## src/rtl/mem_arb_pkg.sv

```systemverilog
// Shared definitions for the memory arbiter: default widths, FSM states and requester ids.
package mem_arb_pkg;

    localparam int unsigned DefAddrW = 16;
    localparam int unsigned DefDataW = 8;

    typedef enum logic [1:0] {
        StIdle    = 2'd0,
        StAccess  = 2'd1,
        StCapture = 2'd2
    } state_e;

    localparam logic REQ_FETCH = 1'b0;
    localparam logic REQ_DATA  = 1'b1;

endpackage

```

## src/rtl/arb_pick.sv

```systemverilog
// Two-way combinational picker: returns the id of the requester that wins this cycle.
// Optional feature macro: MEM_ARB_ROUND_ROBIN_EN (alternate on ties; otherwise data wins ties).
module arb_pick
    import mem_arb_pkg::*;
(
    input  logic f_req_i,
    input  logic d_req_i,
`ifdef MEM_ARB_ROUND_ROBIN_EN
    input  logic last_i,
`endif
    output logic winner_o
);

    // Winner is only meaningful when at least one request is present.
    always_comb begin
        winner_o = REQ_DATA;
`ifdef MEM_ARB_ROUND_ROBIN_EN
        if (f_req_i && d_req_i) begin
            // Ids are one bit wide, so the other requester is the inverse of last.
            winner_o = ~last_i;
        end else if (f_req_i) begin
            winner_o = REQ_FETCH;
        end
`else
        if (f_req_i && !d_req_i) begin
            winner_o = REQ_FETCH;
        end
`endif
    end

endmodule

```

## src/rtl/mem_arbiter.sv

```systemverilog
// Arbitrates an instruction-fetch port and a tape data port onto one synchronous memory.
// Write: IDLE -> ACCESS -> IDLE. Read: IDLE -> ACCESS -> CAPTURE -> IDLE.
// Optional feature macro: MEM_ARB_ROUND_ROBIN_EN (round-robin ties; default fixed data priority).
module mem_arbiter
    import mem_arb_pkg::*;
#(
    parameter int unsigned ADDR_W = DefAddrW,
    parameter int unsigned DATA_W = DefDataW
) (
    input  logic              clk_i,
    input  logic              rst_ni,

    input  logic              f_req_i,
    input  logic [ADDR_W-1:0] f_addr_i,
    output logic              f_gnt_o,
    output logic [DATA_W-1:0] f_rdata_o,
    output logic              f_rvalid_o,

    input  logic              d_req_i,
    input  logic              d_we_i,
    input  logic [ADDR_W-1:0] d_addr_i,
    input  logic [DATA_W-1:0] d_wdata_i,
    output logic              d_gnt_o,
    output logic [DATA_W-1:0] d_rdata_o,
    output logic              d_rvalid_o,

    output logic              m_active_o,
    output logic              m_read_o,
    output logic [ADDR_W-1:0] m_addr_o,
    output logic [DATA_W-1:0] m_wdata_o,
    input  logic [DATA_W-1:0] m_rdata_i,

    output logic              busy_o
);

    state_e              state_q;
    logic                winner_q;
    logic                f_gnt_q;
    logic                d_gnt_q;
    logic                f_rvalid_q;
    logic                d_rvalid_q;
    logic [DATA_W-1:0]   f_rdata_q;
    logic [DATA_W-1:0]   d_rdata_q;
    logic                m_active_q;
    logic                m_read_q;
    logic [ADDR_W-1:0]   m_addr_q;
    logic [DATA_W-1:0]   m_wdata_q;
    logic                pick;
`ifdef MEM_ARB_ROUND_ROBIN_EN
    logic                last_q;
`endif

    arb_pick u_arb_pick (
        .f_req_i  (f_req_i),
        .d_req_i  (d_req_i),
`ifdef MEM_ARB_ROUND_ROBIN_EN
        .last_i   (last_q),
`endif
        .winner_o (pick)
    );

    // FSM with registered memory-side and requester-side outputs.
    always_ff @(posedge clk_i) begin
        if (!rst_ni) begin
            state_q    <= StIdle;
            winner_q   <= REQ_FETCH;
            f_gnt_q    <= 1'b0;
            d_gnt_q    <= 1'b0;
            f_rvalid_q <= 1'b0;
            d_rvalid_q <= 1'b0;
            f_rdata_q  <= '0;
            d_rdata_q  <= '0;
            m_active_q <= 1'b0;
            m_read_q   <= 1'b1;
            m_addr_q   <= '0;
            m_wdata_q  <= '0;
`ifdef MEM_ARB_ROUND_ROBIN_EN
            last_q     <= REQ_FETCH;
`endif
        end else begin
            // Pulses default low; each is raised for exactly one cycle below.
            f_gnt_q    <= 1'b0;
            d_gnt_q    <= 1'b0;
            f_rvalid_q <= 1'b0;
            d_rvalid_q <= 1'b0;
            m_active_q <= 1'b0;
            unique case (state_q)
                StIdle: begin
                    if (f_req_i || d_req_i) begin
                        state_q    <= StAccess;
                        winner_q   <= pick;
                        m_active_q <= 1'b1;
`ifdef MEM_ARB_ROUND_ROBIN_EN
                        last_q     <= pick;
`endif
                        if (pick == REQ_DATA) begin
                            d_gnt_q  <= 1'b1;
                            m_addr_q <= d_addr_i;
                            m_read_q <= ~d_we_i;
                            // Write data is left untouched on reads.
                            if (d_we_i) begin
                                m_wdata_q <= d_wdata_i;
                            end
                        end else begin
                            f_gnt_q  <= 1'b1;
                            m_addr_q <= f_addr_i;
                            m_read_q <= 1'b1;
                        end
                    end
                end
                StAccess: begin
                    state_q <= m_read_q ? StCapture : StIdle;
                end
                StCapture: begin
                    state_q <= StIdle;
                    if (winner_q == REQ_DATA) begin
                        d_rdata_q  <= m_rdata_i;
                        d_rvalid_q <= 1'b1;
                    end else begin
                        f_rdata_q  <= m_rdata_i;
                        f_rvalid_q <= 1'b1;
                    end
                end
                default: begin
                    state_q <= StIdle;
                end
            endcase
        end
    end

    assign f_gnt_o    = f_gnt_q;
    assign d_gnt_o    = d_gnt_q;
    assign f_rvalid_o = f_rvalid_q;
    assign d_rvalid_o = d_rvalid_q;
    assign f_rdata_o  = f_rdata_q;
    assign d_rdata_o  = d_rdata_q;
    assign m_active_o = m_active_q;
    assign m_read_o   = m_read_q;
    assign m_addr_o   = m_addr_q;
    assign m_wdata_o  = m_wdata_q;
    assign busy_o     = (state_q != StIdle);

endmodule

```

## config.mk

```make
export PLATFORM = sky130hd
export DESIGN_NAME = mem_arbiter
export DESIGN_NICKNAME = d
export VERILOG_FILES = /design/src/rtl/mem_arb_pkg.sv /design/src/rtl/arb_pick.sv /design/src/rtl/mem_arbiter.sv
export SDC_FILE = /design/constraint.sdc
export NUM_CORES = 1
export LEC_CHECK = 0
export BUFFER_PORTS_ARGS = -buffer_cell sky130_fd_sc_hd__buf_2
export CAP_MARGIN = 20
export CORE_MARGIN = 1.5
export CORE_UTILIZATION = 40
export DETAILED_ROUTE_END_ITERATION = 12
export GPL_ROUTABILITY_DRIVEN = 1
export HOLD_SLACK_MARGIN = 0.06
export PLACE_DENSITY = 0.81
export SETUP_SLACK_MARGIN = 0.4
export SLEW_MARGIN = 20
export SYNTH_ARGS = -nofsm -noshare
export SYNTH_HDL_FRONTEND = slang
export SYNTH_SLANG_ARGS = --single-unit
```

## constraint.sdc

```tcl
create_clock -name clk_i -period 1.05 [get_ports clk_i]
set_input_delay 0.105 -clock clk_i [delete_from_list [all_inputs] [get_ports clk_i]]
set_output_delay 0.105 -clock clk_i [all_outputs]
set_load 0.005 [all_outputs]
```

==> summary.txt <==
Status
  – Status: finished with violations
  – Failing checks: negative setup slack

GRT
  – Largest net degree at the start of global routing: 20
  – Global-route wire length before repair: 7210 um
  – Grt ovf: 0
  – Vias in the first global route: 1,647
  – Antenna violations before repair: 0
  – Total GRT Usage: roughly 17%

Setup path
  – CP max-delay cell: dfxtp_4
  – R2R Path End: m_addr_o[7]$_SDFFE_PN0P_
  – Reg2reg path depth: 5
  – Crit path to: busy_o
  – Crit path depth: 4
  – Crit start category: register
  – CP Cell Sequence: nor2_4 -> buf_12 -> inv_4 -> buf_6
  – Worst stage delay on the critical path: 0.38 ns
  – Setup crit end kind: primary output
  – Top delay family on crit path: flip-flops
  – Reg2reg start: state_q[0]$_SDFFE_PN0P_
  – Flop2flop setup slack: -0.14 ns
  – Buffers & Inverters on Critical Path: 3
  – Crit path from: state_q[0]$_SDFFE_PN0P_
  – CP Class: reg2out
  – Crit path max fanout: 7
  – Critical Path RT: 0.94 ns
  – CP arrival: roughly 1.1 ns

Floorplanning
  – Initial Util: 41.4%
  – Die Y: 72.9 um
  – Std-Cell Core Area: roughly 4700 sq um
  – # rows: 25
  – Die Outline Area: 5320 sq um
  – Die width: approximately 73 um
  – Ports: 100

STA
  – Max frequency: between 0.8 and 0.9 GHz
  – Slew of the pin with the lowest slew margin: 0.279 ns
  – Period utilization: 114%
  – Final max-slew violation count: 0
  – Hold WS: roughly 0.028 ns
  – Min Clock Period, post-route: ~1.2 ns
  – RSZ-0062 raised after global routing: true
  – Setup WS post-layout: -0.152 ns
  – Slew margin rel.: 81.4%
  – Final hold violation count: 0
  – Endpoints failing setup: 43
  – Clock Skew: roughly 0.0043 ns

Finish
  – Layout area overhead: 61.1%
  – Nets: ~390
  – Fin util: 66.7%
  – Final Instance Count excl. Fillers: 400
  – Finished Cell Area: 3150 sq um
  – Antenna diodes: 0
  – Layout cells sized above 1: 67.0%

Synth
  – Synth Area in Adders: 0%
  – Post-synthesis mux area share: roughly 8.2%
  – Post-Syn Instances: 210
  – Seq/Total Area, Yosys: 50.2%
  – Largest family of logic cells by synthesized area: simple AND/OR/NAND/NOR gates
  – Yosys top cell area share: 50.2%
  – Post-synth top area cell: dfxtp_1
  – Commonest cells in the netlist: dfxtp_1 (49), nand2_1 (41), nor2_1 (19)
  – Synth Register Bits: 49
  – Primary FF master, synth: dfxtp_1
  – Leading post-synthesis cells by cell area: dfxtp_1 (50%), mux2i_1 (8.2%), nand2_1 (7.9%)
  – Simple-gate share of the synthesized area: 17.9%
  – Netlist cell types: 27
  – Synth Warn #: 0
  – Asr flop ratio synth: 0%
  – Most common cell in the netlist: dfxtp_1
  – Number of enable flip-flop cells after synthesis: 0
  – Syn Nets: 263
  – Synth Area in Compound Gates: 17.8%
  – Post-Syn Area: 1960 sq um
  – Syn Area/Cell: just over 9 sq um
  – Synth Area in XOR/XNOR: 0%

Routing
  – Wirelength per Cell: around 13 um
  – Drt pass-1 iters: 4
  – WL final: 5050 um
  – Iteration-0 DRC count of the detailed router: 45
  – DR vias: ~1.9k
  – DR DRC count: 0
  – Final ANT Viol Nets: 0
  – Vias per cell: 4.78

Job
  – Max Cap Viol: 0

Power and ir drop
  – Lkg Pwr: 1.49 nW
  – Pwr Density: 1350 nW/um^2
  – Total Power: about 0.0043 W
  – Maximum vdd drop: 0.822 mV

CTS
  – Deepest clock path buffer count: 2
  – Num CTS Buffers: 5
  – CTS Sinks: a little under 50
  – TritonCTS clock tree: yes
  – H-tree depth: 2
  – Root Driver: clkbuf_8
  – Clk Latency, worst-skew pair: 0.30 ns
  – Clk slew on worst S/H paths: 0.08 ns

Placed design
  – I/O Buffers: 99
  – Placed cell count: 375
  – Routability cong.: 0.703
  – Post-DP Area: 2630 sq um
  – HPWL after DPL: 3260 um

Worst hold path
  – Worst hold-check path type: in2reg
registers in the layout (all words and copies together), names as in the netlist:
register	cells
d_gnt_o	1
d_rdata_o	8
d_rvalid_o	1
f_gnt_o	1
f_rdata_o	8
f_rvalid_o	1
m_active_o	1
m_addr_o	16
m_read_o	1
m_wdata_o	8
state_q	2
winner_q	1
how the worst min path moves through the flow:
stage,from,slack (ns),end,cells past startpoint
final,d_wdata_i[1],0.03,m_wdata_o[1]$_SDFFE_PN0P_,3
after global routing,d_wdata_i[0],0.02,m_wdata_o[0]$_SDFFE_PN0P_,3
after CTS,d_wdata_i[4],0.01,m_wdata_o[4]$_SDFFE_PN0P_,3
after detailed placement,d_wdata_i[4],0.33,m_wdata_o[4]$_SDFFE_PN0P_,3
after global placement,d_wdata_i[4],0.32,m_wdata_o[4]$_SDFFE_PN0P_,3
after floorplan,d_wdata_i[3],0.24,m_wdata_o[3]$_SDFFE_PN0P_,2
routing by layer:
| metal | vias to the layer above | share of wire (%) | global-route usage (%) |
|---|---|---|---|
| met5 | - | 0 | 0 |
| met3 | 9 | 5.7 | 4.42 |
| met4 | 0 | 1.9 | 7.97 |
| li1 | 969 | - | - |
| met2 | 71 | 50 | 30.6 |
| met1 | 861 | 42 | 19.8 |
cells by family (layout without fill, tap and decap cells):
logic type | count (synthesis) | after routing
buffers and inverters | 21 | 144
AND/OR/NAND/NOR | 80 | 80
AO/OA/AOI/OAI | 44 | 44
flip-flops | 49 | 49
multiplexers | 16 | 16
placed cells by master (no fill, tap or decap), types with 2 or more instances in the layout:
| cell type | instances |
|---|---|
| clkbuf_8 | 7 |
| a21oi_2 | 6 |
| and2_1 | 2 |
| o21ai_1 | 7 |
| buf_4 | 24 |
| nand3_2 | 5 |
| nor2_1 | 18 |
| a311oi_2 | 16 |
| dfxtp_4 | 2 |
| buf_6 | 15 |
| nand3_1 | 3 |
| dfxtp_2 | 41 |
| a21oi_1 | 11 |
| dfxtp_1 | 6 |
| o21ai_2 | 2 |
| buf_2 | 89 |
| nand2_1 | 41 |
| mux2i_1 | 15 |
| buf_12 | 4 |
report_power, final:
group / total, W / internal, W / switching (W)
sequential: 0.00208 / 0.00200 / 0.0000810
combinational: 0.000978 / 0.000550 / 0.000428
clock: 0.00120 / 0.000596 / 0.000601
total: 0.00425 / 0.00315 / 0.00111
worst reg2reg max path, cell delays in order, from the launching register on:
cell,delay [ns]
dfxtp_4,0.40
nor2_4,0.06
buf_4,0.13
and2_4,0.15
clkbuf_16,0.17
a311oi_2,0.21
per-stage QoR:
step | TNS, ns | setup WS [ns]
after floorplan | -0.457 | -0.0300
after global routing | -6.29 | -0.198
after CTS | -3.36 | -0.145
final | -3.61 | -0.152
after detailed placement | -2.49 | -0.108
after global placement | -2.19 | -0.0842
final cells by class:
type / instances / area, sq um
clock buffer: 7 / 96.3
clock inverter: 1 / 5.00
sequential: 49 / 1040
timing repair buffer: 134 / 915
inverter: 2 / 10.0
multi-input combinational: 140 / 1000
fill: 384 / 1570
tap: 67 / 83.8
what timing repair did:
action | CTS | global route
resized for setup | 45 | 46
hold endpoints to repair | 25 | 13
buffers inserted | 9 | 6
pin swaps | 7 | 11
endpoints found under the setup margin | 96 | 96
gates cloned | 0 | 2
Note: power is estimated with default switching activity, not from simulation.
